**src/rtl/mips_bus_pkg.sv**
```systemverilog
// mips_bus_pkg: shared types for the MIPS Avalon bus/load-store unit.
package mips_bus_pkg;

    typedef enum logic [1:0] {IDLE, ACCESS, RESP} lsu_state_t;
    typedef enum logic [1:0] {SIZE_BYTE, SIZE_HALF, SIZE_WORD} size_t;
    typedef enum logic {GRANT_IF, GRANT_D} grant_t;

endpackage

```
**src/rtl/mips_lane_steer.sv**
```systemverilog
// mips_lane_steer: byte-lane enables, store-data replication and load extraction/extension.
module mips_lane_steer
    import mips_bus_pkg::*;
(
    input  size_t       size,
    input  logic [1:0]  off,
    input  logic        uns,
    input  logic [31:0] wdata,
    input  logic [31:0] rdata,
    output logic [3:0]  be,
    output logic [31:0] wdata_o,
    output logic [31:0] rdata_o
);
    logic [7:0]  b;
    logic [15:0] h;

    always_comb begin
        b       = rdata[{off, 3'b000} +: 8];
        h       = off[1] ? rdata[31:16] : rdata[15:0];
        be      = size == SIZE_BYTE ? 4'b0001 << off : size == SIZE_HALF ? (off[1] ? 4'b1100 : 4'b0011) : 4'b1111;
        wdata_o = size == SIZE_BYTE ? {4{wdata[7:0]}} : size == SIZE_HALF ? {2{wdata[15:0]}} : wdata;
        rdata_o = size == SIZE_BYTE ? {{24{b[7] & ~uns}}, b} : size == SIZE_HALF ? {{16{h[15] & ~uns}}, h} : rdata;
    end

endmodule

```
**src/rtl/mips_bus_lsu.sv**
```systemverilog
// mips_bus_lsu: fetch/data request arbiter driving one Avalon-MM master,
// with lane steering, misalignment detection and a bus-hang timeout.
module mips_bus_lsu
    import mips_bus_pkg::*;
#(
    parameter int ADDR_W         = 32,
    parameter int TIMEOUT_CYCLES = 255,
    parameter bit DATA_PRIORITY  = 1
) (
    input  logic              clk,
    input  logic              reset,
    input  logic              if_req,
    input  logic [ADDR_W-1:0] if_addr,
    output logic              if_ack,
    output logic [31:0]       if_rdata,
    output logic              if_err,
    input  logic              d_req,
    input  logic              d_we,
    input  logic [1:0]        d_size,
    input  logic              d_unsigned,
    input  logic [ADDR_W-1:0] d_addr,
    input  logic [31:0]       d_wdata,
    output logic              d_ack,
    output logic [31:0]       d_rdata,
    output logic              d_err,
    output logic              busy,
    output logic [ADDR_W-1:0] address,
    output logic              read,
    output logic              write,
    input  logic              waitrequest,
    output logic [31:0]       writedata,
    output logic [3:0]        byteenable,
    input  logic [31:0]       readdata
);
    localparam int CNT_W = TIMEOUT_CYCLES > 1 ? $clog2(TIMEOUT_CYCLES + 1) : 1;
    localparam logic [CNT_W-1:0] CNT_LAST = CNT_W'(TIMEOUT_CYCLES > 0 ? TIMEOUT_CYCLES - 1 : 0);

    lsu_state_t        state_q, state_d;
    grant_t            grant_q, grant_d, last_q, last_d;
    size_t             size_q, size_d, req_size, sel_size;
    logic [1:0]        off_q, off_d, sel_off;
    logic              uns_q, uns_d, we_q, we_d;
    logic [CNT_W-1:0]  cnt_q, cnt_d;
    logic [ADDR_W-1:0] address_q, address_d, req_addr;
    logic              read_q, read_d, write_q, write_d;
    logic [31:0]       wdata_q, wdata_d, rdata_q, rdata_d;
    logic [3:0]        be_q, be_d;
    logic              err_q, err_d, if_ack_q, if_ack_d, d_ack_q, d_ack_d;
    logic              pick_d, misalign, timed_out;
    logic [3:0]        ls_be;
    logic [31:0]       ls_wdata, ls_rdata;

    always_comb begin
        pick_d    = (if_req && d_req) ? (DATA_PRIORITY ? last_q != GRANT_D : last_q == GRANT_IF) : d_req;
        req_size  = !pick_d ? SIZE_WORD : d_size == 2'b00 ? SIZE_BYTE : d_size == 2'b01 ? SIZE_HALF : SIZE_WORD;
        req_addr  = pick_d ? d_addr : if_addr;
        misalign  = req_size == SIZE_HALF ? req_addr[0] : req_size == SIZE_WORD ? |req_addr[1:0] : 1'b0;
        sel_size  = state_q == IDLE ? req_size : size_q;
        sel_off   = state_q == IDLE ? req_addr[1:0] : off_q;
        timed_out = TIMEOUT_CYCLES != 0 && cnt_q == CNT_LAST;
    end

    mips_lane_steer u_steer (
        .size    (sel_size),
        .off     (sel_off),
        .uns     (uns_q),
        .wdata   (d_wdata),
        .rdata   (readdata),
        .be      (ls_be),
        .wdata_o (ls_wdata),
        .rdata_o (ls_rdata)
    );

    always_comb begin
        state_d   = state_q;
        grant_d   = grant_q;
        last_d    = last_q;
        size_d    = size_q;
        off_d     = off_q;
        uns_d     = uns_q;
        we_d      = we_q;
        cnt_d     = cnt_q;
        address_d = address_q;
        read_d    = read_q;
        write_d   = write_q;
        wdata_d   = wdata_q;
        be_d      = be_q;
        rdata_d   = rdata_q;
        err_d     = err_q;
        if_ack_d  = 1'b0;
        d_ack_d   = 1'b0;
        case (state_q)
            IDLE: if (if_req || d_req) begin
                grant_d = pick_d ? GRANT_D : GRANT_IF;
                last_d  = grant_d;
                if (misalign) begin
                    state_d  = RESP;
                    rdata_d  = '0;
                    err_d    = 1'b1;
                    if_ack_d = !pick_d;
                    d_ack_d  = pick_d;
                end else begin
                    state_d   = ACCESS;
                    size_d    = req_size;
                    off_d     = req_addr[1:0];
                    uns_d     = pick_d && d_unsigned;
                    we_d      = pick_d && d_we;
                    cnt_d     = '0;
                    address_d = {req_addr[ADDR_W-1:2], 2'b00};
                    read_d    = !we_d;
                    write_d   = we_d;
                    wdata_d   = ls_wdata;
                    be_d      = ls_be;
                end
            end
            ACCESS: if (!waitrequest || timed_out) begin
                state_d  = RESP;
                read_d   = 1'b0;
                write_d  = 1'b0;
                rdata_d  = (waitrequest || we_q) ? '0 : ls_rdata;
                err_d    = waitrequest;
                if_ack_d = grant_q == GRANT_IF;
                d_ack_d  = grant_q == GRANT_D;
            end else begin
                cnt_d = cnt_q + 1'b1;
            end
            default: state_d = IDLE;
        endcase
    end

    always_ff @(posedge clk or negedge reset) begin
        if (!reset) begin
            state_q   <= IDLE;
            grant_q   <= GRANT_IF;
            last_q    <= GRANT_IF;
            size_q    <= SIZE_BYTE;
            off_q     <= '0;
            uns_q     <= 1'b0;
            we_q      <= 1'b0;
            cnt_q     <= '0;
            address_q <= '0;
            read_q    <= 1'b0;
            write_q   <= 1'b0;
            wdata_q   <= '0;
            be_q      <= '0;
            rdata_q   <= '0;
            err_q     <= 1'b0;
            if_ack_q  <= 1'b0;
            d_ack_q   <= 1'b0;
        end else begin
            state_q   <= state_d;
            grant_q   <= grant_d;
            last_q    <= last_d;
            size_q    <= size_d;
            off_q     <= off_d;
            uns_q     <= uns_d;
            we_q      <= we_d;
            cnt_q     <= cnt_d;
            address_q <= address_d;
            read_q    <= read_d;
            write_q   <= write_d;
            wdata_q   <= wdata_d;
            be_q      <= be_d;
            rdata_q   <= rdata_d;
            err_q     <= err_d;
            if_ack_q  <= if_ack_d;
            d_ack_q   <= d_ack_d;
        end
    end

    assign if_ack     = if_ack_q;
    assign d_ack      = d_ack_q;
    assign if_rdata   = rdata_q;
    assign d_rdata    = rdata_q;
    assign if_err     = err_q;
    assign d_err      = err_q;
    assign busy       = state_q != IDLE;
    assign address    = address_q;
    assign read       = read_q;
    assign write      = write_q;
    assign writedata  = wdata_q;
    assign byteenable = be_q;

endmodule
```
**config.mk**
```make
export PLATFORM = sky130hd
export DESIGN_NAME = mips_bus_lsu
export DESIGN_NICKNAME = d
export VERILOG_FILES = /design/src/rtl/mips_bus_pkg.sv /design/src/rtl/mips_lane_steer.sv /design/src/rtl/mips_bus_lsu.sv
export SDC_FILE = /design/constraint.sdc
export NUM_CORES = 1
export LEC_CHECK = 0
export CELL_PAD_IN_SITES_DETAIL_PLACEMENT = 1
export CELL_PAD_IN_SITES_GLOBAL_PLACEMENT = 1
export CORE_MARGIN = 2
export CORE_UTILIZATION = 32
export CTS_BUF_LIST = sky130_fd_sc_hd__clkbuf_8
export CTS_CLUSTER_SIZE = 25
export DETAILED_ROUTE_END_ITERATION = 16
export HOLD_SLACK_MARGIN = 0.12
export PLACE_DENSITY = 0.89
export SETUP_SLACK_MARGIN = 0.05
export SLEW_MARGIN = 20
export SYNTH_ARGS = -nofsm -noshare
export SYNTH_HDL_FRONTEND = slang
export SYNTH_SLANG_ARGS = --single-unit
```
**constraint.sdc**
```tcl
create_clock -name clk -period 2.8 [get_ports clk]
set_clock_uncertainty 0.15 [all_clocks]
set_input_delay 0.42 -clock clk [delete_from_list [all_inputs] [get_ports clk]]
set_output_delay 0.42 -clock clk [all_outputs]
set_load 0.1 [all_outputs]
```
* After elaboration in Yosys (flattened, before gate mapping)
Index checks and enable logic that the tools add are counted.
Operators by class: add/subtract/negate cells 1, equal/unequal tests 11, shifts and indexed selects 2, multiplexer cells 50, bitwise gates (word level) 5, reduce and logical (&&, ||, !) cells 21
Operators with widths (count):
- $mux 32 | 9
- $pmux 32 s2 | 1
- $shiftx 32x6->8 | 1
- $mux 8 | 3
- $mux 1 | 18
- $mux 16 | 1
- $mux 2 | 8
- $pmux 8 s2 | 1
- $mux 4 | 3
- $reduce_and 4->1 | 3
- $pmux 1 s2 | 5
- $add 8x1->8 const B | 1
- $eq 2x1->1 const B | 4
- $eq 8x8->1 const B | 1
- $ne 2x2->1 const B | 4
- $logic_not 2->1 | 3
- $pmux 2 s2 | 1
- $reduce_and 2->1 | 2
- $reduce_bool 2->1 | 2
- $shl 1x2->4 const A | 1
- $logic_and 1x1->1 | 3
- $logic_not 1->1 | 3
- $logic_or 1x1->1 | 3
- $not 1->1 | 3
- 5 further kinds | 6
Storage, ports and cells: bits in registers 120, input port bits 137, output and inout bits 139

* Logic depth before layout (Yosys ltp)
word-level depth 11, gate-level depth with buffers 9

* By module
A second synthesis with hierarchy kept.
Second synthesis, totals: cell total of the unflattened synthesis 606, area total of the unflattened synthesis 6444.9 um^2
Modules (own cells, without submodules):
- mips_bus_lsu | instances 1, cells an instance 427, area an instance 5154.9 um^2, seq. area each 3002.9 um^2
- mips_lane_steer | instances 1, cells an instance 179, area an instance 1290.0 um^2, seq. area each 0.0 um^2

* Worst setup path before layout
OpenSTA, ideal clock, no wires.
path kind register to register, start point register state_q[1], end point register rdata_q[22] (netlist: d_rdata[22]), library setup time 0.127 ns, data arrival time 2.040 ns, data required time 2.523 ns, path slack 0.482 ns, stages on the path, launching flop included 9, period minus slack after synthesis 2.318 ns, cell sequence dfrtp_1 > buf_6 > nor2_8 > inv_2 > or4_1 > o311a_1 > a21oi_4 > buf_4 > o31ai_1
Between the ends: longest elaborated chain between the ends 9, elaborated cells between the ends (all ways) 20, those cells by class 5 x eq/ne; 1 x shift; 8 x mux; 2 x bitwise; 4 x reduce/logical
Ends and longest elaborated chain:
- from (decl) | RTL line mips_bus_lsu.sv:38 | lsu_state_t state_q, state_d;
- from (signal assigned) | RTL line mips_bus_lsu.sv:151 | state_q <= state_d;
- parallel branches: the longest is 9 deep, another holds $shiftx 32x6->8
- to (signal assigned) | RTL line mips_bus_lsu.sv:164 | rdata_q <= rdata_d;
- to (decl) | RTL line mips_bus_lsu.sv:46 | logic [31:0] wdata_q, wdata_d, rdata_q, rdata_d;
Several ways; the timed one is not identified. The select of a mux whose other input is x is not followed. A chain may end at the register's enable or synchronous reset.

* Final worst setup path
start point register state_q[0], end point register rdata_q[14] (netlist: d_rdata[14])
Between the ends: longest elaborated chain between the ends 8, elaborated cells between the ends (all ways) 19, those cells by class 5 x eq/ne; 1 x shift; 8 x mux; 1 x bitwise; 4 x reduce/logical
Ends and longest elaborated chain:
- $logic_not 2->1 | RTL line mips_bus_lsu.sv:58, mips_bus_lsu.sv:59, mips_bus_lsu.sv:92
- $mux 2 (on tied branches) | RTL line mips_bus_lsu.sv:59, mips_bus_lsu.sv:58
- $shiftx 32x6->8 (tied with other cells) | RTL line mips_lane_steer.sv:18 | b = rdata[{off, 3'b000} +: 8];
- $and 1x1->1 or $mux 32 (tied branches) | RTL line mips_lane_steer.sv:22 | rdata_o = size == SIZE_BYTE ? {{24{b[7] & ~uns}}, b} : size == SIZE_HALF ? {{16{h[15] & ~uns}}, h} : rdata;
- $mux 32 | RTL line mips_lane_steer.sv:22
- $mux 32 | RTL line mips_bus_lsu.sv:120 | rdata_d = (waitrequest || we_q) ? '0 : ls_rdata;
- $mux 32 | RTL line mips_bus_lsu.sv:116 | ACCESS: if (!waitrequest || timed_out) begin
- $pmux 32 s2 | RTL line mips_bus_lsu.sv:92 | case (state_q)
Parallel ways exist; a longest one is shown, timed or not. The select of a mux whose other input is x is not followed.

==> summary.md <==
| Metric | Value |
|---|---|
| CP Capture Type | `flip-flop` |
| Syn avg cell area | `8.73 um^2` |
| Fmax achieved | `0.397 GHz` |
| Met1 Use GR | `29.2%` |
| Max Cap Violations | `0` |
| Data arrival, critical path | `2.66 ns` |
| Met3 Track Usage GR | `3.94%` |
| Max incr delay on CP | `0.55 ns` |
| Crit path cell chain | `nor2_8 > inv_2 > or4_1 > o311a_1 > nand3_1 > o211ai_1` |
| Flip-flop and latch area | `0.00300 mm^2` |
| First-pass GRT wire length | `39.6 mm` |
| CTS Sinks | `120` |
| Clk slew on worst S/H paths | `0.08 ns` |
| Final cycle utilization of the critical path | `90.0%` |
| CTS tree | `done` |
| Core Box Area | `0.0208 mm^2` |
| Syn-to-layout area delta | `46.6%` |
| Sequential area share after synthesis | `44.7%` |
| Port bufs | `273` |
| Placed cell count | `1277` |
| Row count | `53` |
| Vias in the first global route | `7202` |
| HP Class | `in2async` |
| Initial Util | `32.3%` |
| CTS H-tree lvls | `4` |
| R2R depth | `6` |
| TritonCTS buffer count | `17` |
| Overflow after GRT | `0` |
| DR vias/cell | `5.33` |
| Post-synthesis cell type count | `70` |
| Worst-margin pin slew | `0.847 ns` |
| Drt wl/cell | `19.7 um` |
| DR vias | `6976` |
| Layout cell share with drive strength beyond 1 | `23.8%` |
| Initial antenna violation count | `1` |
| Drt drc | `0` |
| Min Tclk post-route | `2.52 ns` |
| Crit-path max FO | `17` |
| Post-layout nets | `1161` |
| DIE AREA | `0.0222 mm^2` |
| Largest net degree at the start of global routing | `80` |
| Clock Tree Root | `clkbuf_8` |
| Final non-filler cell total | `1310` |
| Req. time, crit path | `2.94 ns` |
| Post-layout util | `47.3%` |
| Die Y-Extent | `149 um` |
| Worst slew margin | `43.0%` |
| RSZ-0062 raised after global routing | `false` |
| # Post-CTS Setup Buffers | `0` |
| Max Slew Vio Count | `0` |
| CTS Buffer Depth | `2` |
| Global Route Usage Sum | `22.8%` |
| GR peak layer | `met2` |
| Setup crit start kind | `flip-flop` |
| Mapped Cells | `770` |
| GR Util met2 | `38.5%` |
| Endpoints failing setup | `0` |
| Post-synth EDFFs | `0` |
| Drt initial violations | `523` |
| Number of fill cells | `2468` |
| Die X | `149 um` |
| Synth warnings | `0` |
| Synthesized flop and latch total | `120` |
| WL final | `25.8 mm` |
| Final hold vios | `0` |
| Post-synth ARST share | `100%` |
| First-pass DRT Iterations | `6` |
| Crit-path slowest cell | `dfrtp_1` |
| Antenna Nets Post-Route | `0` |
| Worst R2R Start | `state_q[0]` |
| Top_reg_cell synth | `dfrtp_1` |
| Reg2Reg Capture Point | `d_rdata[14]` |
| I/O pin count | `276` |
| Cell area after synthesis | `0.00673 mm^2` |
| Placer Congestion | `0.881` |
| R2R setup slack | `0.28 ns` |
| Diode count | `0` |
| Worst-Skew Late Latency | `0.43 ns` |
| Area of the multi-input gates | `0.00317 mm^2` |
| Outcome | `completed` |
| Crit Path Class | `reg2reg` |
| Detail Placement HPWL | `19.5 mm` |
-- registers in the layout (all words and copies together) (netlist names) --
| register | count |
|---|---|
| d_rdata | 32 |
| writedata | 32 |
| address | 30 |
| cnt_q | 8 |
| byteenable | 4 |
| off_q | 2 |
| size_q | 2 |
| state_q | 2 |
| d_ack | 1 |
| d_err | 1 |
| if_ack | 1 |
| last_q | 1 |
| read | 1 |
| uns_q | 1 |
| we_q | 1 |
| write | 1 |
-- kinds of logic after synthesis --
| group | after synthesis | synth area share, % |
|---|---|---|
| AND/OR/NAND/NOR | 298 | 19.3 |
| AO/OA/AOI/OAI | 232 | 25.0 |
| flip-flops | 120 | 44.7 |
| buffers and inverters | 104 | 8.63 |
| multiplexers | 13 | 1.97 |
| adder cells (fa/ha/maj) | 2 | 0.372 |
| other | 1 | 0.0558 |
-- per-layer routing --
layer	share of wire, %	vias up
met4	2.7	2
met5	0.050	-
li1	-	3246
met1	42	3432
met2	50	246
met3	5.1	50
-- critical path: cells and delay by family (launching register included) --
family                 cells  cell delay [ns]
AO/OA/AOI/OAI              2             0.37
AND/OR/NAND/NOR            3             1.17
flip-flops                 1             0.55
buffers and inverters      1             0.13
-- layout make-up --
class                      count  share of cell area [%]
tap                          275                    3.49
clock buffer                  18                    2.51
inverter                      11                   0.419
multi-input combinational    547                    32.1
timing repair buffer         325                    29.5
sequential                   120                    30.5
clock inverter                14                    1.50
-- cells in the mapped netlist, types with 4 or more instances --
cell | n | area (um^2)
inv_1 | 9 | 33.8
buf_2 | 16 | 80.1
o31ai_1 | 20 | 150
o21ai_0 | 43 | 215
o22ai_1 | 11 | 68.8
a21oi_1 | 12 | 60.1
and3_1 | 9 | 56.3
a21boi_0 | 14 | 105
a221o_1 | 8 | 80.1
nor2_1 | 62 | 233
nand4_1 | 7 | 43.8
a21o_1 | 6 | 45.0
nand3_1 | 14 | 70.1
buf_4 | 37 | 278
o32a_1 | 8 | 80.1
or4_1 | 4 | 30.0
clkbuf_1 | 34 | 128
mux2i_1 | 11 | 110
a222oi_1 | 8 | 80.1
dfrtp_1 | 120 | 3000
nand2_1 | 177 | 664
o211ai_1 | 9 | 67.6
a211oi_1 | 7 | 52.6
buf_6 | 4 | 45.0
a31oi_1 | 59 | 369
-- timing repair --
action | 4_1_cts | 5_1_grt
resized for setup | 0 | 0
endpoints found under the hold margin | 120 | 0
setup endpoints to repair | 0 | 0
hold buffers | 1 | 0
-- worst max-delay path by stage --
stage / startpoint / to / slack (ns) / cells after the start
2_1_floorplan: state_q[1] / d_rdata[22] / 0.48 / 8
3_3_place_gp: d_addr[1] / d_rdata[2] / 0.08 / 7
3_5_place_dp: if_req / d_rdata[0] / -0.01 / 7
4_1_cts: state_q[0] / d_rdata[14] / 0.30 / 6
5_1_grt: state_q[0] / d_rdata[14] / 0.20 / 6
6_report: state_q[0] / d_rdata[14] / 0.28 / 6
-- through the flow --
step	area, um^2	hold WS [ns]	worst slack [ns]	setup TNS (ns)
detailed placement	9450	0.0829	-0.0122	-0.0135
floorplan	6730	-0.0256	0.482	0
global route	9860	0.179	0.203	0
CTS	9860	0.135	0.300	0
global placement	9450	0.0815	0.0810	0
finish	9860	0.173	0.279	0
-- layout by cell type, fill, tap and decap left out, drive strengths merged, types with 3 or more instances in the layout --
master / count
a21oi: 13
o32a: 8
clkbuf: 18
a21boi: 15
o22ai: 11
inv: 15
clkdlybuf4s50: 135
nand2: 177
nor3: 3
o41ai: 3
o21ai: 44
and2: 3
clkinv: 4
o31ai: 20
a211oi: 8
mux2i: 11
clkinvlp: 4
nand4: 7
nor2: 64
dfrtp: 120
or2: 4
o211ai: 9
buf: 189
a221o: 8
and3: 9
a21o: 6
a222oi: 8
nand3: 14
or4: 4
a31oi: 60
nand2b: 3
Power is left out: the tool's default activity adds up to more than one toggle a clock period on the data nets, which glitch-free logic cannot reach.
